**config.mk**
```make
export PLATFORM = sky130hd
export DESIGN_NAME = rx_tick_scheduler
export DESIGN_NICKNAME = d
export VERILOG_FILES = /design/src/rtl/rx_tick_scheduler.sv
export SDC_FILE = /design/constraint.sdc
export NUM_CORES = 1
export LEC_CHECK = 0
export BUFFER_PORTS_ARGS = -buffer_cell sky130_fd_sc_hd__buf_2
export CAP_MARGIN = 0
export CORE_ASPECT_RATIO = 0.9
export CORE_UTILIZATION = 45
export DETAILED_ROUTE_END_ITERATION = 12
export MAX_ROUTING_LAYER = met4
export SLEW_MARGIN = 0
export SYNTH_ARGS = -nofsm -noshare
export SYNTH_HDL_FRONTEND = slang
export SYNTH_SLANG_ARGS = --single-unit
```
**constraint.sdc**
```tcl
create_clock -name clk -period 3.48 [get_ports clk]
set_input_delay 0.174 -clock clk [delete_from_list [all_inputs] [get_ports clk]]
set_output_delay 0.174 -clock clk [all_outputs]
set_load 0.01 [all_outputs]
```
**src/rtl/rx_tick_scheduler.sv**
```systemverilog
// rx_tick_scheduler: frame-aligned oversample/bit tick generator and start/stop qualifier for the UART receiver.
// Optional feature macro RX_MAJORITY_VOTE_EN: 2-of-3 vote over the last three sampled line values.
module rx_tick_scheduler #(
    parameter int DATA_SIZE   = 7,
    parameter int CLK_FREQ_HZ = 50_000_000,
    parameter int BAUD_RATE   = 9600,
    parameter int OVERSAMPLE  = 16
) (
    input  logic                             clk,
    input  logic                             reset,
    input  logic                             enable,
    input  logic                             receive_line,
    output logic                             sample_tick,
    output logic                             bit_tick_one_and_half,
    output logic                             bit_tick,
    output logic                             sampled_bit,
    output logic [$clog2(DATA_SIZE+1)-1:0]   bit_index,
    output logic                             busy,
    output logic                             frame_done,
    output logic                             frame_error
);

    localparam int SAMPLE_DIV = CLK_FREQ_HZ / (BAUD_RATE * OVERSAMPLE);
    localparam int PW         = (SAMPLE_DIV > 1) ? $clog2(SAMPLE_DIV) : 1;
    localparam int CW         = $clog2(3 * OVERSAMPLE / 2 + 1);
    localparam int IW         = $clog2(DATA_SIZE + 1);

    localparam logic [PW-1:0] PRESC_LAST = PW'(SAMPLE_DIV - 1);
    localparam logic [CW-1:0] SC_MID     = CW'(OVERSAMPLE / 2 - 1);
    localparam logic [CW-1:0] SC_HALF    = CW'(3 * OVERSAMPLE / 2 - 1);
    localparam logic [CW-1:0] SC_BIT     = CW'(OVERSAMPLE - 1);
    localparam logic [IW-1:0] IDX_LAST   = IW'(DATA_SIZE - 1);
    localparam logic [IW-1:0] IDX_STOP   = IW'(DATA_SIZE);

    if (SAMPLE_DIV < 2) begin : g_bad_div
        $error("rx_tick_scheduler: CLK_FREQ_HZ/(BAUD_RATE*OVERSAMPLE) must be at least 2");
    end
    if (OVERSAMPLE < 8 || (OVERSAMPLE % 2) != 0) begin : g_bad_os
        $error("rx_tick_scheduler: OVERSAMPLE must be even and at least 8");
    end
    if (DATA_SIZE < 1 || DATA_SIZE > 16) begin : g_bad_ds
        $error("rx_tick_scheduler: DATA_SIZE must be in 1..16");
    end

    typedef enum logic [2:0] {
        S_IDLE,
        S_START,
        S_DATA,
        S_STOP,
        S_FINISH,
        S_BREAK
    } state_t;

    // Line synchronizer, idles high
    logic sync1_q, sync2_q;
    logic sync_line;

    always_ff @(posedge clk or negedge reset) begin
        if (!reset) begin
            sync1_q <= 1'b1;
            sync2_q <= 1'b1;
        end else begin
            sync1_q <= receive_line;
            sync2_q <= sync1_q;
        end
    end

    assign sync_line = sync2_q;

    // Sample-rate prescaler
    logic [PW-1:0] presc_q, presc_d;
    logic          tick;

    assign tick = enable && (presc_q == PRESC_LAST);

    always_comb begin
        presc_d = presc_q;
        if (!enable || tick) begin
            presc_d = '0;
        end else begin
            presc_d = presc_q + PW'(1);
        end
    end

    always_ff @(posedge clk or negedge reset) begin
        if (!reset) begin
            presc_q <= '0;
        end else begin
            presc_q <= presc_d;
        end
    end

    logic line_val;

`ifdef RX_MAJORITY_VOTE_EN
    logic [2:0] hist_q, hist_d;

    always_comb begin
        hist_d = hist_q;
        if (tick) begin
            hist_d = {hist_q[1:0], sync_line};
        end
    end

    always_ff @(posedge clk or negedge reset) begin
        if (!reset) begin
            hist_q <= '1;
        end else begin
            hist_q <= hist_d;
        end
    end

    // Vote over the two previous samples plus the current one, so decisions stay on the tick
    assign line_val = (hist_q[1] & hist_q[0]) | (hist_q[1] & sync_line) | (hist_q[0] & sync_line);
`else
    assign line_val = sync_line;
`endif

    // Frame sequencer
    state_t        state_q, state_d;
    logic [CW-1:0] scnt_q, scnt_d;
    logic [IW-1:0] idx_q, idx_d, idx_inc;
    logic          sbit_q, sbit_d;
    logic          half_q, half_d;
    logic          btick_q, btick_d;
    logic          done_q, done_d;
    logic          err_q, err_d;

    assign idx_inc = idx_q + IW'(1);

    always_comb begin
        state_d = state_q;
        scnt_d  = scnt_q;
        idx_d   = idx_q;
        sbit_d  = sbit_q;
        half_d  = 1'b0;
        btick_d = 1'b0;
        done_d  = 1'b0;
        err_d   = err_q;

        if (!enable) begin
            state_d = S_IDLE;
            scnt_d  = '0;
        end else begin
            case (state_q)
                S_IDLE: begin
                    if (tick && !sync_line) begin
                        state_d = S_START;
                        scnt_d  = '0;
                    end
                end
                S_START: begin
                    if (tick) begin
                        if (scnt_q == SC_MID && line_val) begin
                            state_d = S_IDLE;
                            scnt_d  = '0;
                        end else if (scnt_q == SC_HALF) begin
                            half_d  = 1'b1;
                            sbit_d  = line_val;
                            idx_d   = '0;
                            scnt_d  = '0;
                            state_d = (DATA_SIZE == 1) ? S_STOP : S_DATA;
                        end else begin
                            scnt_d = scnt_q + CW'(1);
                        end
                    end
                end
                S_DATA: begin
                    if (tick) begin
                        if (scnt_q == SC_BIT) begin
                            btick_d = 1'b1;
                            sbit_d  = line_val;
                            idx_d   = idx_inc;
                            scnt_d  = '0;
                            if (idx_inc == IDX_LAST) begin
                                state_d = S_STOP;
                            end
                        end else begin
                            scnt_d = scnt_q + CW'(1);
                        end
                    end
                end
                S_STOP: begin
                    if (tick) begin
                        if (scnt_q == SC_BIT) begin
                            btick_d = 1'b1;
                            sbit_d  = line_val;
                            idx_d   = IDX_STOP;
                            scnt_d  = '0;
                            state_d = S_FINISH;
                        end else begin
                            scnt_d = scnt_q + CW'(1);
                        end
                    end
                end
                // One clock after the stop tick; a low stop bit parks in S_BREAK until the line recovers
                S_FINISH: begin
                    done_d  = 1'b1;
                    err_d   = !sbit_q;
                    state_d = sbit_q ? S_IDLE : S_BREAK;
                end
                S_BREAK: begin
                    if (tick && sync_line) begin
                        state_d = S_IDLE;
                    end
                end
                default: begin
                    state_d = S_IDLE;
                    scnt_d  = '0;
                end
            endcase
        end
    end

    always_ff @(posedge clk or negedge reset) begin
        if (!reset) begin
            state_q <= S_IDLE;
            scnt_q  <= '0;
            idx_q   <= '0;
            sbit_q  <= 1'b0;
            half_q  <= 1'b0;
            btick_q <= 1'b0;
            done_q  <= 1'b0;
            err_q   <= 1'b0;
        end else begin
            state_q <= state_d;
            scnt_q  <= scnt_d;
            idx_q   <= idx_d;
            sbit_q  <= sbit_d;
            half_q  <= half_d;
            btick_q <= btick_d;
            done_q  <= done_d;
            err_q   <= err_d;
        end
    end

    assign sample_tick           = tick;
    assign bit_tick_one_and_half = half_q;
    assign bit_tick              = btick_q;
    assign sampled_bit           = sbit_q;
    assign bit_index             = idx_q;
    assign busy                  = (state_q != S_IDLE);
    assign frame_done            = done_q;
    assign frame_error           = err_q;

endmodule
```
### Word level (Yosys, flattened, before mapping)

Cells that the tools add are included.

| cells by class | value |
|---|---|
| shifts and indexed selects | 0 |
| reduce and logical (&&, ||, !) cells | 19 |
| $lt $le $gt $ge | 0 |
| div/mod/pow operators | 0 |
| bitwise operators | 0 |
| equality and inequality tests | 30 |
| add/sub/neg operators | 3 |
| mux-type cells | 47 |
| multiply operators | 0 |

Operator list:

| operator | number |
|---|---|
| 3-bit 2-to-1 mux | 19 |
| 5-bit 2-to-1 mux | 7 |
| 3-bit inequality test (second input constant) | 8 |
| 5-bit case mux with 4 select lines | 1 |
| 3-bit case mux with 6 select lines | 1 |
| 9-bit AND reduction | 2 |
| 1-bit 2-to-1 mux | 16 |
| 2-bit inequality test (second input constant) | 8 |
| 9-bit by 1-bit adder with 9-bit output (second input constant) | 1 |
| 3-bit == test (second input constant) | 3 |
| 9-bit == test (second input constant) | 1 |
| 9-bit 2-to-1 mux | 1 |
| 3-bit case mux with 3 select lines | 1 |
| 7-bit AND reduction | 1 |
| 3-bit by 2-bit == test with 1-bit output (second input constant) | 2 |
| 3-bit nonzero test | 2 |
| 5-bit by 1-bit adder with 5-bit output (second input constant) | 1 |
| 5-bit by 3-bit == test with 1-bit output (second input constant) | 1 |
| 5-bit by 4-bit == test with 1-bit output (second input constant) | 1 |
| 5-bit == test (second input constant) | 1 |
| 1-bit logical AND | 4 |
| 2-bit by 1-bit inequality test with 1-bit output (second input constant) | 2 |
| 4-bit inequality test (second input constant) | 1 |
| 4-bit AND reduction | 1 |
| other kinds (10) | 13 |

| storage, ports and cells | value |
|---|---|
| bits in latches | 0 |
| memories kept | 0 |
| flip-flop bits (word level) | 27 |
| bits in writable memories | 0 |
| bits in read-only memories | 0 |

### Depth between registers and ports, before layout

| logic depth | value |
|---|---|
| word-level depth | 7 |
| mapped depth | 9 |

### Least setup slack after synthesis

OpenSTA, ideal clock, no wires.

| path | value |
|---|---|
| kind | register -> register |
| start | reg scnt_q[0] |
| end | reg idx_q[2], in the netlist bit_index[2] |
| slack | 1.609 ns |
| path buffers | 1 |
| stages on the path, launching flop included | 10 |
| required time | 3.400 ns |
| setup time | 0.080 ns |
| arrival time | 1.791 ns |
| cells stage by stage | dfrtp_1 -> ha_1 -> nand3_1 -> inv_1 -> ha_1 -> a32o_1 -> and3_1 -> buf_6 -> and4_1 -> nor3_2 |

| on the way | value |
|---|---|
| cells in the longest elaborated chain, start to end | 4 |
| elaborated cells between the ends (all ways) | 9 |
| classes of those cells | eq/ne: 7; reduce/logical: 2 |

Ends and longest elaborated chain:

| what | line | source |
|---|---|---|
| from (decl) | 121 | `logic [CW-1:0] scnt_q, scnt_d;` |
| from (signal assigned) | 227 | `scnt_q <= scnt_d;` |
| 5-bit by 3-bit == test with 1-bit output | 154 | `if (scnt_q == SC_MID && line_val) begin` |
| 1-bit logical AND | 154 |  |
| 2-bit inequality test (no line) | - |  |
| 9-bit AND reduction (no line) (*) | - |  |
| to (signal assigned) | 228 | `idx_q <= idx_d;` |
| to (decl) | 122 | `logic [IW-1:0] idx_q, idx_d, idx_inc;` |

Mark *: on every way between the ends. The rest lies on a longest branch, timed or not.
A chain may end at the register's enable or synchronous reset.

### Worst setup path in the final report

| path | value |
|---|---|
| start | reg presc_q[0] |
| end | reg idx_q[0], in the netlist bit_index[0] |

| on the way | value |
|---|---|
| cells in the longest elaborated chain, start to end | 4 |
| elaborated cells between the ends (all ways) | 6 |
| classes of those cells | eq/ne: 4; reduce/logical: 2 |

Ends and longest elaborated chain:

| what | line | source |
|---|---|---|
| from (decl) | 71 | `logic [PW-1:0] presc_q, presc_d;` |
| from (signal assigned) | 89 | `presc_q <= presc_d;` |
| 9-bit == test (*) | 74 | `assign tick = enable && (presc_q == PRESC_LAST);` |
| 1-bit logical AND (*) | 74 |  |
| 2-bit inequality test (no line) | - |  |
| 9-bit AND reduction (no line) (*) | - |  |

Marked as above.

==> flow_metrics.py <==
metrics = {
    "status": {
        "outcome": "complete, no violations",
    },
    "clocking": {
        "clk_latency_ns": 0.32,
        "post_cts_resized": 0,
        "clk_pin_slew_worst_paths_ns": 0.14,
        "cts.sinks": 27,
        "cts_tree": "built",
        "cts_buffers": 3,
        "clockRootBuffer": "clkbuf_4",
        "cts_buffer_depth": 2,
        "htreeDepth": 1,
    },
    "synth": {
        "yosysUniqueCellTypes": 41,
        "yosysSeqAreaShare_pct": 45.6,
        "syn_avg_cell_area_um2": 9.92,
        "yosysWarnings": 0,
        "synth_cells": 150,
        "yosys-top-cells-area": "dfrtp_1 (42%), ha_1 (5.9%), nor2_1 (4.0%), dfstp_2 (3.5%), inv_1 (3.5%)",
        "synth-edff-count": 0,
        "synth_top_cell_area_share_pct": 42.1,
        "synthTopCellsByCount": "dfrtp_1 (25), nor2_1 (16), inv_1 (14)",
        "syn-cell-area_um2": 1490,
        "yosys.area.top_type": "dfrtp_1",
        "yosysMostFrequentCell": "dfrtp_1",
        "synthFlopType": "dfrtp_1",
        "ys_ff_latch": 27,
        "synth.net_count": 161,
        "ys_async_sr_fraction_pct": 100,
    },
    "global_routing": {
        "gr-total-overflow": 0,
        "antenna_found_initial": 0,
        "grt_max_degree": 28,
        "grt_pass1_vias": 1043,
        "grt_pass1_wl_mm": 4.75,
        "grt_use_total_pct": 17.6,
    },
    "timing": {
        "tightest_slew_ns": 0.614,
        "finalCriticalPeriod_ns": 2.10,
        "max_freq_mhz": 475,
        "fin_worst_skew_ns": 0.00275,
        "tns_ns": 0,
        "maxSlewHeadroom_pct": 59.1,
        "hold_viol": 0,
        "drv_slew": 0,
        "rsz0062_at_grt": "false",
        "post-route-period-util_pct": 60.4,
        "setup_viol_count_final": 0,
    },
    "worst_setup_path": {
        "crit_fanout": 10,
        "worstPathArrival_ns": 2.33,
        "reg2reg_from": "presc_q[0]",
        "r2r_slack_ns": 1.38,
        "crit_start": "presc_q[0]",
        "start_kind": "register",
        "end_kind": "register",
        "critPathKind": "register to register",
        "r2r_cells": 6,
        "crit_required_ns": 3.70,
        "critPathCapture": "bit_index[0]",
        "reg2reg_to": "bit_index[0]",
    },
    "placement": {
        "placed_cell_area_um2": 1570,
        "numPortBuffers": 13,
        "hpwl_mm": 2.00,
        "gp_congestion": 0.798,
    },
    "job": {
        "drv_cap": 0,
    },
    "floorplan": {
        "core_area_um2": 3090,
        "dieArea_um2": 3540,
        "start_util_pct": 48.1,
        "num_rows": 19,
        "die_w_um": 62.6,
        "ioPinCount": 14,
        "die_h_um": 56.5,
    },
    "cells_and_area": {
        "design_area_um2": 1620,
        "regArea_um2": 678,
        "n_fill_cell": 308,
        "drive_gt1_share_pct": 15.9,
        "multiInputGateArea_um2": 721,
        "syn_to_final_growth_pct": 8.58,
        "antennaDiodeCount": 0,
        "nets": 176,
    },
    "power": {
        "p_leak_nw": 0.788,
        "peakVddDrop_v": 0.000239,
        "power.density_nw_per_um2": 301,
        "finalPower_mw": 0.486,
    },
    "route": {
        "routedWlPerCell_um": 13.0,
        "drcViolationCount": 0,
        "ant_nets": 0,
        "firstDrtPassIters": 4,
        "drt-total-wl_mm": 2.69,
        "first_iter_violations": 57,
        "avgViaCountPerCell": 5.16,
        "vias": 1063,
    },
    "worst_hold_path": {
        "hp-class": "primary input to register",
    },
}
-- critical path: stages (launching register included) --
cell      delay [ns]
dfrtp_1         0.44
inv_1           0.09
ha_1            0.17
nand4b_2        0.13
nor4_4          0.40
and3_1          0.41
mux2_2          0.38
-- cell families (layout without fill, tap and decap cells) --
group | count (synthesis) | in the layout | share of synthesized area, %
buf+inv | 19 | 33 | 5.97
flops | 27 | 27 | 45.6
simple gates | 60 | 60 | 23.7
compound gates | 25 | 25 | 11.3
mux | 4 | 4 | 2.86
fa+ha+maj | 7 | 7 | 5.89
xor+xnor | 8 | 8 | 4.71
-- sequential cells by signal, summed over array words and instances, names as in the netlist --
signal                 flops
bit_index                  3
sampled_bit                1
scnt_q                     5
presc_q                    9
bit_tick                   1
frame_error                1
line_val                   1
frame_done                 1
sync1_q                    1
bit_tick_one_and_half      1
state_q                    3
-- cells in the final DEF (no fill, tap or decap), types with 3 or more instances in the layout --
cell type	count
clkbuf_4	3
and3_1	4
buf_2	13
xor2_1	4
ha_1	7
nor2_1	16
xnor2_1	4
dfrtp_1	25
nand2b_1	5
o21ai_0	5
inv_1	14
a21oi_1	7
nand3_1	9
nand2_1	9
-- repair_timing --
| item | in CTS | in global routing |
|---|---|---|
| hold buffers | 2 | 0 |
| setup buffers | 0 | 0 |
| hold endpoints to repair | 26 | 0 |
-- metrics by stage --
stage,std cells,hold slack (ns),setup WS (ns),utilization (%)
6_report,206,0.191,1.38,52.3
5_1_grt,206,0.203,1.17,52.3
4_1_cts,206,0.191,1.35,52.3
3_5_place_dp,200,0.220,1.37,50.8
3_3_place_gp,200,0.217,1.40,50.8
2_1_floorplan,150,-0.122,1.61,-
-- worst min-delay path by stage --
stage / end / cells past startpoint / start / slack (ns)
finish: frame_done / 3 / enable / 0.19
global route: frame_done / 3 / enable / 0.20
CTS: frame_done / 3 / enable / 0.19
detailed placement: presc_q[8] / 1 / reset / 0.22
global placement: presc_q[8] / 1 / reset / 0.22
floorplan: bit_index[0] / 0 / reset / -0.12
-- layer usage --
layer  GRT usage [%]  vias up  wire, um  part of all wire, %
met5               -        -         0                    0
met4            2.99        0        17                 0.63
met3            4.47        2        86                  3.2
met2            28.9       15      1150                   43
met1            22.2      507      1430                   53
li1                -      539         -                    -
-- power by group --
group	leakage, nW	internal, mW	switching [mW]
sequential	0.363	0.319	0.00468
combinational	0.410	0.00968	0.0183
clock	0.0150	0.0449	0.0892
total	0.788	0.373	0.112
-- layout make-up --
| cell class | instances | share of cell area (%) |
|---|---|---|
| clock buffer | 4 | 1.63 |
| inverter | 14 | 3.25 |
| multi-input combinational | 104 | 44.6 |
| sequential | 27 | 42.0 |
| tap | 42 | 3.25 |
| timing repair buffer | 15 | 5.27 |
(Power assumes the default switching activity.)
